`config.mk`:
```
export PLATFORM = sky130hd
export DESIGN_NAME = max_pool_tree_flat
export DESIGN_NICKNAME = d
export VERILOG_FILES = /design/src/rtl/pool_pkg.sv /design/src/rtl/max_pool_tree_if.sv /design/src/rtl/pool_cmp_stage.sv /design/src/rtl/max_pool_tree.sv /design/src/flat_wrapper.sv
export SDC_FILE = /design/constraint.sdc
export NUM_CORES = 1
export LEC_CHECK = 0
export ABC_CLOCK_PERIOD_IN_PS = 7200
export CAP_MARGIN = 20
export CORE_ASPECT_RATIO = 1.1
export CORE_UTILIZATION = 50
export CTS_BUF_LIST = sky130_fd_sc_hd__clkbuf_8 sky130_fd_sc_hd__clkbuf_16
export CTS_CLUSTER_DIAMETER = 150
export DETAILED_ROUTE_END_ITERATION = 8
export HOLD_SLACK_MARGIN = 0.03
export PLACE_DENSITY = 0.81
export SYNTH_ARGS = -nofsm -noshare
export SYNTH_HDL_FRONTEND = slang
export SYNTH_SLANG_ARGS = --single-unit
```
`constraint.sdc`:
```
create_clock -name clk -period 7.2 [get_ports clk]
set_clock_uncertainty 0.05 [all_clocks]
set_input_delay 1.08 -clock clk [delete_from_list [all_inputs] [get_ports clk]]
set_output_delay 1.08 -clock clk [all_outputs]
set_load 0.02 [all_outputs]
```
`src/rtl/pool_pkg.sv`:
```
// ---------------------------------------------------------------------------
// pool_pkg
// Shared definitions for the max-pooling tree.
//   clog2   : ceiling log2, used to size the tree depth and the beat counter.
//   lane_t  : signed container wide enough for any supported lane width.
//             Callers sign-extend their DATA_W lanes into it and slice the
//             result back, so one max function serves every lane width.
//   smax    : signed maximum shared by the tree stages and the accumulator.
// ---------------------------------------------------------------------------
package pool_pkg;

    localparam int LANE_MAX_W = 64;

    typedef logic signed [LANE_MAX_W-1:0] lane_t;

    function automatic int clog2(input int value);
        int r;
        r = 0;
        for (int i = 0; i < 32; i++) begin
            if ((1 << r) < value) begin
                r = r + 1;
            end
        end
        return r;
    endfunction

    // On a tie both operands are identical, so which one is returned
    // does not matter.
    function automatic lane_t smax(input lane_t a, input lane_t b);
        return (a >= b) ? a : b;
    endfunction

endpackage

```
`src/rtl/max_pool_tree_if.sv`:
```
// ---------------------------------------------------------------------------
// max_pool_tree_if
// Beat input / pooled output bundle of max_pool_tree.
//   in_valid  : in_data holds a beat this cycle
//   in_data   : NUM_IN lanes, lane i at [i*DATA_W +: DATA_W]
//   clear     : abort the current window and flush the pipeline
//   out_valid : single-cycle pulse marking a pooled result
//   out_data  : pooled maximum, held between pulses
// Modports: master = producer/consumer side, slave = the pooling block.
// ---------------------------------------------------------------------------
interface max_pool_tree_if #(
    parameter int DATA_W = 18,
    parameter int NUM_IN = 4
) ();

    logic                     in_valid;
    logic [NUM_IN*DATA_W-1:0] in_data;
    logic                     clear;
    logic                     out_valid;
    logic signed [DATA_W-1:0] out_data;

    modport master (
        output in_valid,
        output in_data,
        output clear,
        input  out_valid,
        input  out_data
    );

    modport slave (
        input  in_valid,
        input  in_data,
        input  clear,
        output out_valid,
        output out_data
    );

endinterface

```
`src/rtl/pool_cmp_stage.sv`:
```
// ---------------------------------------------------------------------------
// pool_cmp_stage
// One level of the comparator tree: N signed lanes in, N/2 registered
// pairwise maxima out (element i = max(in[2i], in[2i+1])).
//   clk, rst_n : clock, synchronous active-low reset (clears the valid bit)
//   clear      : drops the valid bit next cycle
//   in_vld     : in_data carries a beat
//   in_data    : N lanes of DATA_W bits
//   out_vld    : out_data carries a reduced beat
//   out_data   : N/2 lanes of DATA_W bits
// Only the valid bit is reset; the data register simply follows its input.
// ---------------------------------------------------------------------------
module pool_cmp_stage
    import pool_pkg::*;
#(
    parameter int DATA_W = 18,
    parameter int N      = 4
) (
    input  logic                       clk,
    input  logic                       rst_n,
    input  logic                       clear,
    input  logic                       in_vld,
    input  logic [N*DATA_W-1:0]        in_data,
    output logic                       out_vld,
    output logic [(N/2)*DATA_W-1:0]    out_data
);

    localparam int M = N / 2;

    logic [M*DATA_W-1:0] max_c;
    logic [M*DATA_W-1:0] max_p0;
    logic                vld_p0;

    function automatic logic signed [DATA_W-1:0] pair_max(
        input logic signed [DATA_W-1:0] a,
        input logic signed [DATA_W-1:0] b
    );
        lane_t w;
        w = smax(lane_t'(a), lane_t'(b));
        return w[DATA_W-1:0];
    endfunction

    always_comb begin
        max_c = '0;
        for (int i = 0; i < M; i++) begin
            max_c[i*DATA_W +: DATA_W] = pair_max(in_data[(2*i)*DATA_W +: DATA_W],
                                                 in_data[(2*i+1)*DATA_W +: DATA_W]);
        end
    end

    // ---- stage register ----
    always_ff @(posedge clk) begin
        if (!rst_n) begin
            vld_p0 <= 1'b0;
        end else begin
            vld_p0 <= in_vld && !clear;
        end
    end

    always_ff @(posedge clk) begin
        max_p0 <= max_c;
    end

    assign out_vld  = vld_p0;
    assign out_data = max_p0;

endmodule

```
`src/rtl/max_pool_tree.sv`:
```
// ---------------------------------------------------------------------------
// max_pool_tree
// Pipelined max-pooling unit. Each accepted beat of NUM_IN signed lanes is
// reduced to one maximum by log2(NUM_IN) registered comparator levels; an
// accumulator then folds BEATS consecutive tree results into one pooled
// value. Latency from the final beat to the out_valid pulse is
// log2(NUM_IN)+1 cycles. No backpressure.
//   clk   : rising-edge clock
//   rst_n : synchronous active-low reset (valids, counter, acc, out_data)
//   bus   : max_pool_tree_if.slave (in_valid, in_data, clear,
//           out_valid, out_data)
// Build option: define RELU_CLAMP_EN to write a negative pooled maximum as 0
// (fused ReLU). Internal compares stay signed either way.
// ---------------------------------------------------------------------------
module max_pool_tree
    import pool_pkg::*;
#(
    parameter int DATA_W = 18,
    parameter int NUM_IN = 4,
    parameter int BEATS  = 1
) (
    input  logic            clk,
    input  logic            rst_n,
    max_pool_tree_if.slave  bus
);

    localparam int LOG2N = clog2(NUM_IN);
    localparam int CNT_W = (clog2(BEATS) < 1) ? 1 : clog2(BEATS);
    localparam logic [CNT_W-1:0] LAST_BEAT = CNT_W'(BEATS - 1);

    function automatic logic signed [DATA_W-1:0] lane_max(
        input logic signed [DATA_W-1:0] a,
        input logic signed [DATA_W-1:0] b
    );
        lane_t w;
        w = smax(lane_t'(a), lane_t'(b));
        return w[DATA_W-1:0];
    endfunction

    // Output-side clamp; only the written value is clamped, never the
    // running accumulator.
    function automatic logic signed [DATA_W-1:0] relu_clamp(
        input logic signed [DATA_W-1:0] v
    );
`ifdef RELU_CLAMP_EN
        return (v < 0) ? '0 : v;
`else
        return v;
`endif
    endfunction

    // ---- comparator tree: level k halves NUM_IN>>k lanes ----
    for (genvar k = 0; k < LOG2N; k++) begin : g_lvl
        localparam int NK = NUM_IN >> k;

        logic [NK*DATA_W-1:0]     din;
        logic                     vin;
        logic [(NK/2)*DATA_W-1:0] dout;
        logic                     vout;

        if (k == 0) begin : g_first
            assign din = bus.in_data;
            assign vin = bus.in_valid;
        end else begin : g_next
            assign din = g_lvl[k-1].dout;
            assign vin = g_lvl[k-1].vout;
        end

        pool_cmp_stage #(
            .DATA_W (DATA_W),
            .N      (NK)
        ) u_stage (
            .clk      (clk),
            .rst_n    (rst_n),
            .clear    (bus.clear),
            .in_vld   (vin),
            .in_data  (din),
            .out_vld  (vout),
            .out_data (dout)
        );
    end

    logic signed [DATA_W-1:0] tree_max;
    logic                     tree_vld;

    assign tree_max = g_lvl[LOG2N-1].dout;
    assign tree_vld = g_lvl[LOG2N-1].vout;

    // ---- window accumulator / output register ----
    logic [CNT_W-1:0]         cnt;
    logic signed [DATA_W-1:0] acc;
    logic                     last_beat;

    // With BEATS==1 every tree result closes a window on its own.
    assign last_beat = (BEATS == 1) || (cnt == LAST_BEAT);

    always_ff @(posedge clk) begin
        if (!rst_n) begin
            cnt           <= '0;
            acc           <= '0;
            bus.out_valid <= 1'b0;
            bus.out_data  <= '0;
        end else if (bus.clear) begin
            // A final result colliding with clear is dropped; out_data holds.
            cnt           <= '0;
            acc           <= '0;
            bus.out_valid <= 1'b0;
        end else begin
            bus.out_valid <= 1'b0;
            if (tree_vld) begin
                if (last_beat) begin
                    bus.out_data  <= relu_clamp((BEATS == 1) ? tree_max
                                                             : lane_max(acc, tree_max));
                    bus.out_valid <= 1'b1;
                    cnt           <= '0;
                end else if (cnt == '0) begin
                    acc <= tree_max;
                    cnt <= CNT_W'(1);
                end else begin
                    acc <= lane_max(acc, tree_max);
                    cnt <= cnt + CNT_W'(1);
                end
            end
        end
    end

endmodule

```
`src/flat_wrapper.sv`:
```
// flat-port wrapper written by rule: the top's interface ports become plain ports
module max_pool_tree_flat import pool_pkg::*;
#(
    parameter int DATA_W = 18,
    parameter int NUM_IN = 4,
    parameter int BEATS  = 1
)
  (clk, rst_n, bus_in_valid, bus_in_data, bus_clear, bus_out_valid, bus_out_data);
  max_pool_tree_if #(.DATA_W(DATA_W), .NUM_IN(NUM_IN)) bus_i ();
  input  logic clk;
  input  logic rst_n;
  input wire logic [$bits(bus_i.in_valid)-1:0] bus_in_valid;
  input wire logic [$bits(bus_i.in_data)-1:0] bus_in_data;
  input wire logic [$bits(bus_i.clear)-1:0] bus_clear;
  output wire logic [$bits(bus_i.out_valid)-1:0] bus_out_valid;
  output wire logic [$bits(bus_i.out_data)-1:0] bus_out_data;
  assign bus_i.in_valid = bus_in_valid;
  assign bus_i.in_data = bus_in_data;
  assign bus_i.clear = bus_clear;
  assign bus_out_valid = bus_i.out_valid;
  assign bus_out_data = bus_i.out_data;
  max_pool_tree #(.DATA_W(DATA_W), .NUM_IN(NUM_IN), .BEATS(BEATS)) u_core (.clk(clk), .rst_n(rst_n), .bus(bus_i));
endmodule
```
# After elaboration in Yosys (flattened, before gate mapping)
# Index checks and enable logic that the tools add are counted.
dict set report op_classes {
  addsub 0
  n_mul 0
  n_div 0
  magnitude_cmp 3
  eq_ne 0
  shift 0
  muxes 4
  bitwise 2
  n_reduce_logical 5
}
# operator n
set ops {}
lappend ops {{18-bit greater-or-equal comparator} 3}
lappend ops {{18-bit 2-to-1 mux} 3}
lappend ops {{1-bit logical AND} 2}
lappend ops {{1-bit NOT} 2}
lappend ops {{2-bit AND reduction} 1}
lappend ops {{2-bit OR reduction} 1}
lappend ops {{1-bit logical NOT} 1}
lappend ops {{1-bit 2-to-1 mux} 1}
dict set report word_totals {
  register_bits 75
  latch_bits 0
  mem_bits_rw 0
  rom_bits 0
  inputBits 76
  output_inout_bits 19
  wordCells 20
  mem_count 0
}

# Longest topological paths before layout
dict set report logic_depth {
  depth_word 2
  mapped_depth 10
  mapped_depth_nobuf 8
}

# Modules after synthesis
# A second synthesis with hierarchy kept.
dict set report unflattened {
  hier_cells 388
  hier_area_um2 4077.7
}
# module n_inst cells_per_inst area_each_um2 seq_area_each_um2
set by_module_without_submodules {}
lappend by_module_without_submodules {{pool_cmp_stage at u_core.g_lvl[0].u_stage} 1 203 2178.3 740.7}
lappend by_module_without_submodules {{pool_cmp_stage at u_core.g_lvl[1].u_stage} 1 104 1119.8 380.4}
lappend by_module_without_submodules {max_pool_tree 1 81 779.5 380.4}

# Worst setup path after synthesis
# No wires, ideal clock.
dict set report synth_timing {
  path_type {input to register}
  start {input bus_in_data[71]}
  end {register u_core.g_lvl[0].u_stage.max_p0[25]}
  setup_ps 121
  t_arrival_ps 3039
  t_required_ps 7029
  path_slack_ps 3991
  path_stages 9
  path_buffers 1
  cell_sequence {inv_1 -> ha_1 -> nand4_1 -> nor2_1 -> nand4_1 -> o211ai_1 -> mux2i_2 -> buf_6 -> mux2_2}
}
dict set report synth_via {
  elab_chain_cells 2
}
# item line
set synth_rtl {}
lappend synth_rtl {{start: declaration} flat_wrapper.sv:13} ;# input wire logic [$bits(bus_i.in_data)-1:0] bus_in_data;
lappend synth_rtl {{18-bit greater-or-equal comparator} pool_pkg.sv:30} ;# return (a >= b) ? a : b;
lappend synth_rtl {{18-bit 2-to-1 mux} pool_pkg.sv:30}
lappend synth_rtl {{named net u_core.g_lvl[0].u_stage.max_c[25]} pool_cmp_stage.sv:30} ;# logic [M*DATA_W-1:0] max_c;
lappend synth_rtl {{end signal: assignment} pool_cmp_stage.sv:61} ;# max_p0 <= max_c;
lappend synth_rtl {{end: declaration} pool_cmp_stage.sv:31} ;# logic [M*DATA_W-1:0] max_p0;
# The timed path passes the listed nets, and every way through them passes these cells.
# A chain may end at the register's enable or synchronous reset.

# Final worst setup path
dict set report layout_timing {
  start {input bus_in_data[31]}
  end {register u_core.g_lvl[0].u_stage.max_p0[9]}
}
# Same word-level chain as after synthesis.

==> results by group <==
Clock network
  • Longest Clk Path Bufs: 2
  • Htree depth: 3
  • Clk Latency, worst-skew pair: roughly 0.35 ns
  • Root Driver: clkbuf_8
  • Worst-path clk slew: 0.08 ns
  • CTS Sinks: 75
  • CTS Hold Buffers Added: 0
  • Post-CTS Setup Inserts: 0
  • CTS tree: done
  • Post-CTS sizing: 0
  • CTS Buf Count: 9

Worst setup path
  • Reg-to-reg startpoint: u_core.g_lvl[0].u_stage.out_data[35]
  • Register-to-register setup slack: 4.29 ns
  • Worst Reg2Reg Path Length in Cells: 8
  • Crit path max-delay family: simple AND/OR/NAND/NOR gates
  • Critical path buffers and inverters: 2
  • Worst Path Arrival: slightly below 4 ns
  • Worst path depth: 9
  • CP endpoint kind: flop
  • CP Class: in2reg
  • Largest fanout on the critical path: 18
  • Max stage delay on crit path: 0.69 ns
  • Worst-path cell chain: clkdlybuf4s50_1 > inv_1 > ha_1 > nand4_1 > nor4_1 > a21oi_1 > mux2i_1 > and2_1 > mux2_2
  • CP max stage cell: and2_1
  • Critical path startpoint category: input pin
  • CP required: 7.38 ns
  • RR Endpoint: u_core.g_lvl[1].u_stage.out_data[6]

STA
  • Final Hold Vio Count: 0
  • Setup TNS: 0 ns
  • Final min period: ~3.7 ns
  • Final Slew Violations: 0
  • Post-route clock period utilization: a little over 50%
  • Fmax: 0.267 GHz
  • Final setup fails: 0
  • RSZ-0062 raised after global routing: false
  • Slew @ Worst Pin: roughly 0.82 ns
  • Rel. slew slack: 45.4%

Yosys
  • Top post-synthesis cells by area: dfxtp_1, ha_1, mux2_2, inv_1, nand2_1
  • Netlist cell types: 32
  • Share of the synthesized area in the top cell type: 38.8%
  • Syn Area/Cell: 9.81 um^2
  • Post-synthesis register bit count: 75
  • Synthesized area: 3860 um^2
  • Mapped Nets: 524
  • YS warnings: 0
  • Seq/Total Area, Yosys: between 30 and 40%
  • Main synth FF type: dfxtp_1
  • Post-synth EDFFs: 0
  • Synth Instances: 394
  • Asr flop ratio synth: 0%
  • Cell accounting for the most synthesized area: dfxtp_1

Power and ir drop
  • Peak supply drop: approximately 0.00012 V
  • Switch Pwr: about 0.30 mW
  • Gate power share: 23.9%
  • Switching share of power: between 20% and 30%
  • P_int: 0.834 mW
  • P per Cell Area: between 200 and 250 nW/um^2
  • Seq pwr share: 44.3%
  • Clk pwr share: 31.8%
  • P_leak: 2.26 nW

Finish
  • ANT cells: 0
  • Nets: between 600 and 700
  • Layout cell share with drive strength beyond 1: around 14%
  • Finished Layout Cells: 600
  • Fillcell total: 604
  • Synth-to-Final Area Change: 32.3%

Detailed routing
  • Wire length per cell: roughly 14 um
  • Drt drc: 0
  • Vias per std cell: a little over 5
  • Pre-antenna DRT Iters: 4
  • Routed WL: roughly 8300 um
  • Iter 0 DRT Violations: 87
  • Post-route ant nets: 0
  • Via count: 3055

Global route
  • Number of global-route vias before repair: 3005
  • Global-route wire length before repair: approximately 13000 um
  • Tot GR Track Use: 21.4%
  • Initial antenna violation count: 0
  • Grt total ovfl: 0
  • Pin count of the biggest net entering global routing: 22

Min path
  • Hold Crit Depth: 2
  • HP Class: reg2reg
  • Hold Startpoint: u_core.g_lvl[1].u_stage.out_data[14]
  • Hold path endpoint: u_core.bus.out_data[14]

Floorplan
  • Core ar.: between 7000 and 8000 um^2
  • Num ports: 95
  • Die Span X: 85.8 um
  • Initial Util: 51.7%
  • Total Die Area: 8090 um^2
  • Die Y: 94.2 um
  • Core Rows: 33

Outcome
  • Status: finished, final reports clean

Flow run
  • Max Cap Violations: 0

Place
  • Placed cell count: 583
  • DP HPWL: 6680 um
  • Port Buffers: 94
  • Final GP Congestion: 0.887
## final cells by class
class | count | area (um^2) | share of cell area (%)
Clock buffer | 10 | 138 | 2.69
Timing Repair Buffer | 96 | 963 | 18.8
Inverter | 56 | 210 | 4.11
Tap cell | 105 | 131 | 2.57
Sequential cell | 75 | 1500 | 29.4
Clock inverter | 6 | 88.8 | 1.74
Multi-Input combinational cell | 252 | 2080 | 40.7
## power by group through the flow
stage	combinational, mW	clock [mW]	sequential [mW]
floorplan	0.184	0	0.502
global placement	0.257	0	0.510
detailed placement	0.267	0	0.511
CTS	0.270	0.368	0.502
global route	0.297	0.387	0.507
finish	0.272	0.361	0.503
## worst max-delay path by stage
stage	slack [ns]	start	endpoint
floorplan	3.99	bus_in_data[71]	u_core.g_lvl[0].u_stage.out_data[25]
global placement	2.92	bus_in_data[71]	u_core.g_lvl[0].u_stage.out_data[21]
detailed placement	3.10	bus_in_data[35]	u_core.g_lvl[0].u_stage.out_data[9]
CTS	3.47	bus_in_data[35]	u_core.g_lvl[0].u_stage.out_data[9]
global route	3.23	bus_in_data[35]	u_core.g_lvl[0].u_stage.out_data[9]
finish	3.46	bus_in_data[31]	u_core.g_lvl[0].u_stage.out_data[9]
## kinds of logic (layout without fill, tap and decap cells)
family	count (synthesis)	after routing	share of synthesized area, %
and+or+nand+nor	79	79	9.58
DFF	75	75	38.8
buffers and inverters	67	168	7.28
AOI/OAI and AO/OA	64	64	10.8
muxes	55	55	16.0
adders and majority gates	54	54	17.5
## cell usage in the layout (no fill, tap or decap), drive strengths merged
master         instances
clkdlybuf4s50         94
dfxtp                 75
inv                   58
ha                    54
mux2                  52
nand2                 45
a21oi                 23
a21boi                19
nand4                 11
clkbuf                10
nor2                   5
o21ai                  5
a21o                   5
nand3                  4
o211ai                 4
o21a                   4
and2                   3
mux2i                  3
a311oi                 2
nor2b                  2
o221ai                 2
nor4                   2
and3                   2
and3b                  2
bufinv                 2
buf                    2
and4                   1
nor3                   1
nand2b                 1
clkinvlp               1
clkinv                 1
## state kept, by name, summed over array words and instances (netlist names)
| name | count |
|---|---|
| u_core.bus.out_data | 18 |
| u_core.g_lvl.u_stage.out_data | 54 |
| u_core.g_lvl.u_stage.out_vld | 2 |
| u_core.bus.out_valid | 1 |
## per-layer routing
metal	wire length (um)	part of all wire, %	vias up	track usage, %
met5	0	0	-	0
met4	177	2.1	0	9.31
met3	323	3.9	14	5.62
met2	4170	50	73	38.3
met1	3590	43	1423	23.7
li1	-	-	1545	-
## metrics by stage
stage	setup slack [ns]	cell area (um^2)	utilization, %	power [mW]	hold WS [ns]
after floorplan	3.99	3860	-	0.687	0.376
after global placement	2.92	4870	65.1	0.768	0.387
after detailed placement	3.10	4880	65.3	0.778	0.390
after CTS	3.47	5110	68.3	1.14	0.398
after global routing	3.23	5110	68.4	1.19	0.415
final	3.46	5110	68.4	1.13	0.398
## synth_stat cells (all sizes together), types with 3 or more instances
cell,count
dfxtp,75
inv,56
ha,54
mux2,52
nand2,45
a21oi,23
a21boi,19
nand4,11
buf,6
a21o,5
clkbuf,5
nor2,5
o21ai,5
nand3,4
o211ai,4
o21a,4
and2,3
mux2i,3
## worst register-to-register path: stages (launching register included)
cell and delay (ns):
dfxtp_1 0.35, inv_1 0.05, ha_1 0.31, nand4_1 0.17
nor4_1 0.40, a21oi_1 0.14, mux2i_1 0.19, and2_1 0.69
mux2_2 0.44
No activity file was read; power rests on OpenSTA's default activity.
==> edit 1: new RTL, config.mk and constraints unchanged <==
Make the reset (`rst_n`) asynchronous in 2 clocked blocks. Comments in the files are not updated.
--- a/src/rtl/pool_cmp_stage.sv
+++ b/src/rtl/pool_cmp_stage.sv
@@ -49,7 +49,7 @@
     end
 
     // ---- stage register ----
-    always_ff @(posedge clk) begin
+    always_ff @(posedge clk or negedge rst_n) begin
         if (!rst_n) begin
             vld_p0 <= 1'b0;
         end else begin
--- a/src/rtl/max_pool_tree.sv
+++ b/src/rtl/max_pool_tree.sv
@@ -94,7 +94,7 @@
     // With BEATS==1 every tree result closes a window on its own.
     assign last_beat = (BEATS == 1) || (cnt == LAST_BEAT);
 
-    always_ff @(posedge clk) begin
+    always_ff @(posedge clk or negedge rst_n) begin
         if (!rst_n) begin
             cnt           <= '0;
             acc           <= '0;
Behaviour: differs if rst_n is asserted again (counterexample within 4 cycles, from zero or initial values and one cycle with rst_n low); with rst_n held inactive, the same outputs for 10 cycles.
==> edit 1 against the original RTL <==
Count of clock-buffer cells in the layout is 1 lower; power increased by 28%; wire length barely moved; synthesized area up 3.3%; combinational power increased by 73%; worst setup slack worse by 220 ps; sequential cell count unchanged; non-clock buffer count down 1; die area increased by 3.2%; cell area grew 3.4%; global-route usage shrank 0.31 points; utilization is 1.2 points higher.
==> edit 1: results (changes against the original RTL) <==
• count of input and output buffers: 94, unchanged
• WL/cell: 14.8 um, +7.5%
• TritonCTS Buffers: 9, unchanged
• worst setup slack after placement: 2890 ps, -209 ps
• slew at the pin closest to its max-slew limit: 1130 ps, +314 ps
• number of DRC markers after the initial detailed-route iteration: 71, -18%
• Hold Path Class: flip-flop to flip-flop
• sequential-to-total area share from yosys stat: 40.2%, +1.4 points
• post-cts sizing count: 0, unchanged
• largest cells by area after synthesis: sky130_fd_sc_hd__dfxtp_1, sky130_fd_sc_hd__ha_1, sky130_fd_sc_hd__mux2_2
• critical-path cell with the highest stage delay: sky130_fd_sc_hd__a211oi_4
• detailed placement HPWL: 6.61 mm, -1.0%
• Worst IR Drop VDD: 0.105 mV, -13%
• net count after synthesis: 477, -9.0%
• WHS Path Cells: 1, -1
• layout cells sized above 1: 21.6%, +7.5 points
• clock insertion delay at the later pin of the skew report: 350 ps, about the same
• Netlist cell types: 34, +6.3%
• Arrival @ worst endpoint: 4140 ps, +220 ps
• leading cell types by count after synthesis: sky130_fd_sc_hd__inv_1, sky130_fd_sc_hd__dfxtp_1, sky130_fd_sc_hd__ha_1, sky130_fd_sc_hd__mux2_2, sky130_fd_sc_hd__dfrtp_1
• global-route wire length before repair: 13.2 mm, about the same
• CTS HTree Levels: 3, unchanged
• share of synthesized flip-flops with an asynchronous set or reset: 28.0%, +28 points
• Total GRT Usage: 21.1%, -0.31 points
• final estimated routing congestion in global placement: 0.855, -3.6%
• total of fill cells in the finished design: 585, -3.1%
• leakage dissipation: 0.00252 uW, +11%
• biggest cell delay along the critical path: 900 ps, +210 ps
• run status: completed
• Final Net Count: 578, -6.8%
• average via count per standard cell: 5.04, -0.99%
• number of global-route vias before repair: 2904, -3.4%
[edit 1: area by class of cell]
cell class              instances  area [um2]  share of cell area [%]
clock buffers                   9         124                    2.34
inverters                      58         218                    4.12
well taps                     105         131                    2.48
flip-flops and latches         75        1610                    30.4
repair buffers                 95         948                    17.9
multi-input cells             209        2120                    40.1
clock inverters                 7         141                    2.67
[edit 1: logic make-up (layout without fill, tap and decap cells)]
logic type                 after synthesis  count (layout)  synth area share [%]
adders and majority gates               54              54                  16.9
and+or+nand+nor                         39              39                  6.05
AOI/OAI and AO/OA                       44              44                  7.96
buffers and inverters                   63             169                  6.64
DFF                                     75              75                  40.2
muxes                                   72              72                  22.2
[edit 1: worst paths after layout]
path,start,end,slack (ps)
worst max register to register,u_core.g_lvl[0].u_stage.out_data[35],u_core.g_lvl[1].u_stage.out_data[0],4080
worst min-delay path,u_core.g_lvl[1].u_stage.out_data[1],u_core.bus.out_data[1],410
min in group asynchronous,rst_n,u_core.bus.out_data[3],1190
worst max-delay path,bus_in_data[71],u_core.g_lvl[0].u_stage.out_data[35],3240
worst min register to register,u_core.g_lvl[1].u_stage.out_data[1],u_core.bus.out_data[1],410
max in group asynchronous,rst_n,u_core.bus.out_data[0],5360
[edit 1: power by group]
| part | switching (uW) | total (uW) | internal (uW) | leakage, uW |
|---|---|---|---|---|
| registers | 44.7 | 563 | 518 | 0.000712 |
| logic | 200 | 470 | 270 | 0.00168 |
| clock network | 150 | 416 | 266 | 0.000135 |
[edit 1: routing by layer]
metal	up-vias	share of wire, %	global-route usage (%)
met4	0	2.6	10.4
met2	83	51	37.3
met5	-	0	0
met1	1302	42	23.9
met3	17	4.8	4.89
li1	1411	-	-
[edit 1: metrics by stage]
step | cell area [um2] | instances
finish | 5290 | 558
global route | 5290 | 558
CTS | 5290 | 558
detailed placement | 5020 | 542
global placement | 5020 | 542
floorplan | 3990 | 347
[edit 1: worst max-delay path: cells and delay by family]
kind,cells,cell delay (ps)
muxes,1,420
AOI/OAI and AO/OA,2,1040
buffers and inverters,2,510
and+or+nand+nor,3,750
adders and majority gates,1,340
==> edit 2: new RTL, config.mk and constraints unchanged <==
Made on the original files. `DATA_W` is set to 18 in 4 places; all go to 36.
--- a/src/rtl/max_pool_tree_if.sv
+++ b/src/rtl/max_pool_tree_if.sv
@@ -9,7 +9,7 @@
 // Modports: master = producer/consumer side, slave = the pooling block.
 // ---------------------------------------------------------------------------
 interface max_pool_tree_if #(
-    parameter int DATA_W = 18,
+    parameter int DATA_W = 36,
     parameter int NUM_IN = 4
 ) ();
 
--- a/src/rtl/pool_cmp_stage.sv
+++ b/src/rtl/pool_cmp_stage.sv
@@ -13,7 +13,7 @@
 module pool_cmp_stage
     import pool_pkg::*;
 #(
-    parameter int DATA_W = 18,
+    parameter int DATA_W = 36,
     parameter int N      = 4
 ) (
     input  logic                       clk,
--- a/src/rtl/max_pool_tree.sv
+++ b/src/rtl/max_pool_tree.sv
@@ -15,7 +15,7 @@
 module max_pool_tree
     import pool_pkg::*;
 #(
-    parameter int DATA_W = 18,
+    parameter int DATA_W = 36,
     parameter int NUM_IN = 4,
     parameter int BEATS  = 1
 ) (
--- a/src/flat_wrapper.sv
+++ b/src/flat_wrapper.sv
@@ -1,7 +1,7 @@
 // flat-port wrapper written by rule: the top's interface ports become plain ports
 module max_pool_tree_flat import pool_pkg::*;
 #(
-    parameter int DATA_W = 18,
+    parameter int DATA_W = 36,
     parameter int NUM_IN = 4,
     parameter int BEATS  = 1
 )
Interface: changed (resized bus_in_data and bus_out_data); port bits go from 95 to 185. No check against the original RTL was run, so the function may have changed too.
==> edit 2 against the original RTL <==
Power grew 130%; sequential cell count is 72 higher; maximum frequency down 14%; synthesized area up 100%; worst setup slack got worse by 620 ps; via count rose by 100%; wire length grew 140%; cell area is 110% higher; cell count is 99% higher; largest cell class unchanged.
==> edit 2: results (changes against the original RTL) <==
• count of input and output buffers: 184, +96%
• net count after synthesis: 1052, +100%
• clock insertion delay at the later pin of the skew report: 420 ps, +70 ps
• reg2reg end: u_core.g_lvl[1].u_stage.out_data[5]
• layout cells sized above 1: 15.3%, +1.1 points
• total wire length after detailed routing: 19.6 mm, +140%
• Arrival @ worst endpoint: 4620 ps, +700 ps
• maximum fanout encountered on the critical timing path: 20, +2
• TritonCTS Buffers: 17, +8
• pin count of the biggest net entering global routing: 40, +82%
• leakage dissipation: 0.00474 uW, +110%
• critical-path cell with the highest stage delay: sky130_fd_sc_hd__o31ai_4
• Netlist cell types: 38, +19%
• Final Net Count: 1238, +100%
• global-route wire length before repair: 31.1 mm, +140%
• Worst Min Path Start: u_core.g_lvl[1].u_stage.out_data[3]
• detailed placement HPWL: 14.8 mm, +120%
• run status: completed
• worst flop-to-flop path startpoint: u_core.g_lvl[0].u_stage.out_data[43]
• Worst IR Drop VDD: 0.182 mV, +51%
• family of cells with the greatest summed delay on the critical path: compound AO/OA/AOI/OAI gates
• CTS HTree Levels: 4, +1
• clock network power: 1010 uW, +180%
• Worst Hold Margin: 392 ps, -5.21 ps
• P_sw: 695 uW, +130%
• number of global-route vias before repair: 6224, +110%
• final estimated routing congestion in global placement: 0.882, -0.56%
• r2r setup slk: 4150 ps, -140 ps
• average via count per standard cell: 5.25, +3.1%
• CTS root buf: sky130_fd_sc_hd__clkbuf_16
• Largest register FFs: 108, +100%
• biggest cell delay along the critical path: 930 ps, +240 ps
• number of DRC markers after the initial detailed-route iteration: 338, +290%
• largest cells by area after synthesis: sky130_fd_sc_hd__dfxtp_1, sky130_fd_sc_hd__ha_1, sky130_fd_sc_hd__mux2_2
• Total GRT Usage: 25.2%, +3.8 points
• Hold EP: u_core.bus.out_data[3]
• leading cell types by count after synthesis: sky130_fd_sc_hd__dfxtp_1, sky130_fd_sc_hd__inv_1, sky130_fd_sc_hd__ha_1, sky130_fd_sc_hd__nand2_1, sky130_fd_sc_hd__mux2_2
edit 2: area by class of cell:
type                       instances  area, um2
multi-input combinational        507       4300
inverter                         119        447
clock buffer                      19        453
tap                              196        245
timing repair buffer             190       1930
clock inverter                    13        229
sequential                       147       2940
fill                            1132       4630
edit 2: through the flow:
step                total power (uW)  std cells  util, %  setup slack (ps)  instance area [um2]
floorplan                       1430        796        -              3900                 7820
global placement                1620       1157     64.7              2450                 9810
detailed placement              1640       1157     64.7              2390                 9810
CTS                             2660       1189     69.1              2840                10500
global route                    2780       1191     69.5              2720                10500
finish                          2670       1191     69.5              2840                10500
edit 2: worst max path at each step:
stage	endpoint	cells after the start	start	slack, ps
after floorplan	u_core.g_lvl[0].u_stage.out_data[41]	9	bus_in_data[126]	3900
final	u_core.g_lvl[0].u_stage.out_data[36]	10	bus_in_data[119]	2840
after global placement	u_core.g_lvl[0].u_stage.out_data[40]	10	bus_in_data[119]	2450
after CTS	u_core.g_lvl[0].u_stage.out_data[37]	10	bus_in_data[119]	2840
after detailed placement	u_core.g_lvl[0].u_stage.out_data[38]	10	bus_in_data[119]	2390
after global routing	u_core.g_lvl[0].u_stage.out_data[39]	10	bus_in_data[119]	2720
edit 2: logic make-up after synthesis:
logic type	synth area share [%]
multiplexers	17.0
AO/OA/AOI/OAI	11.0
AND/OR/NAND/NOR	9.48
adder cells (fa/ha/maj)	17.3
flip-flops	37.6
buffers and inverters	7.63
edit 2: per-layer routing:
layer  vias to the layer above  GRT usage [%]  share of wire [%]  routed length [um]
li1                       3110              -                  -                   -
met1                      2950           30.9                 43                8410
met2                       164           44.3                 51               10000
met3                        29           4.45                4.4                 863
met4                         0           8.30                1.7                 337
met5                         -              0                  0                   0
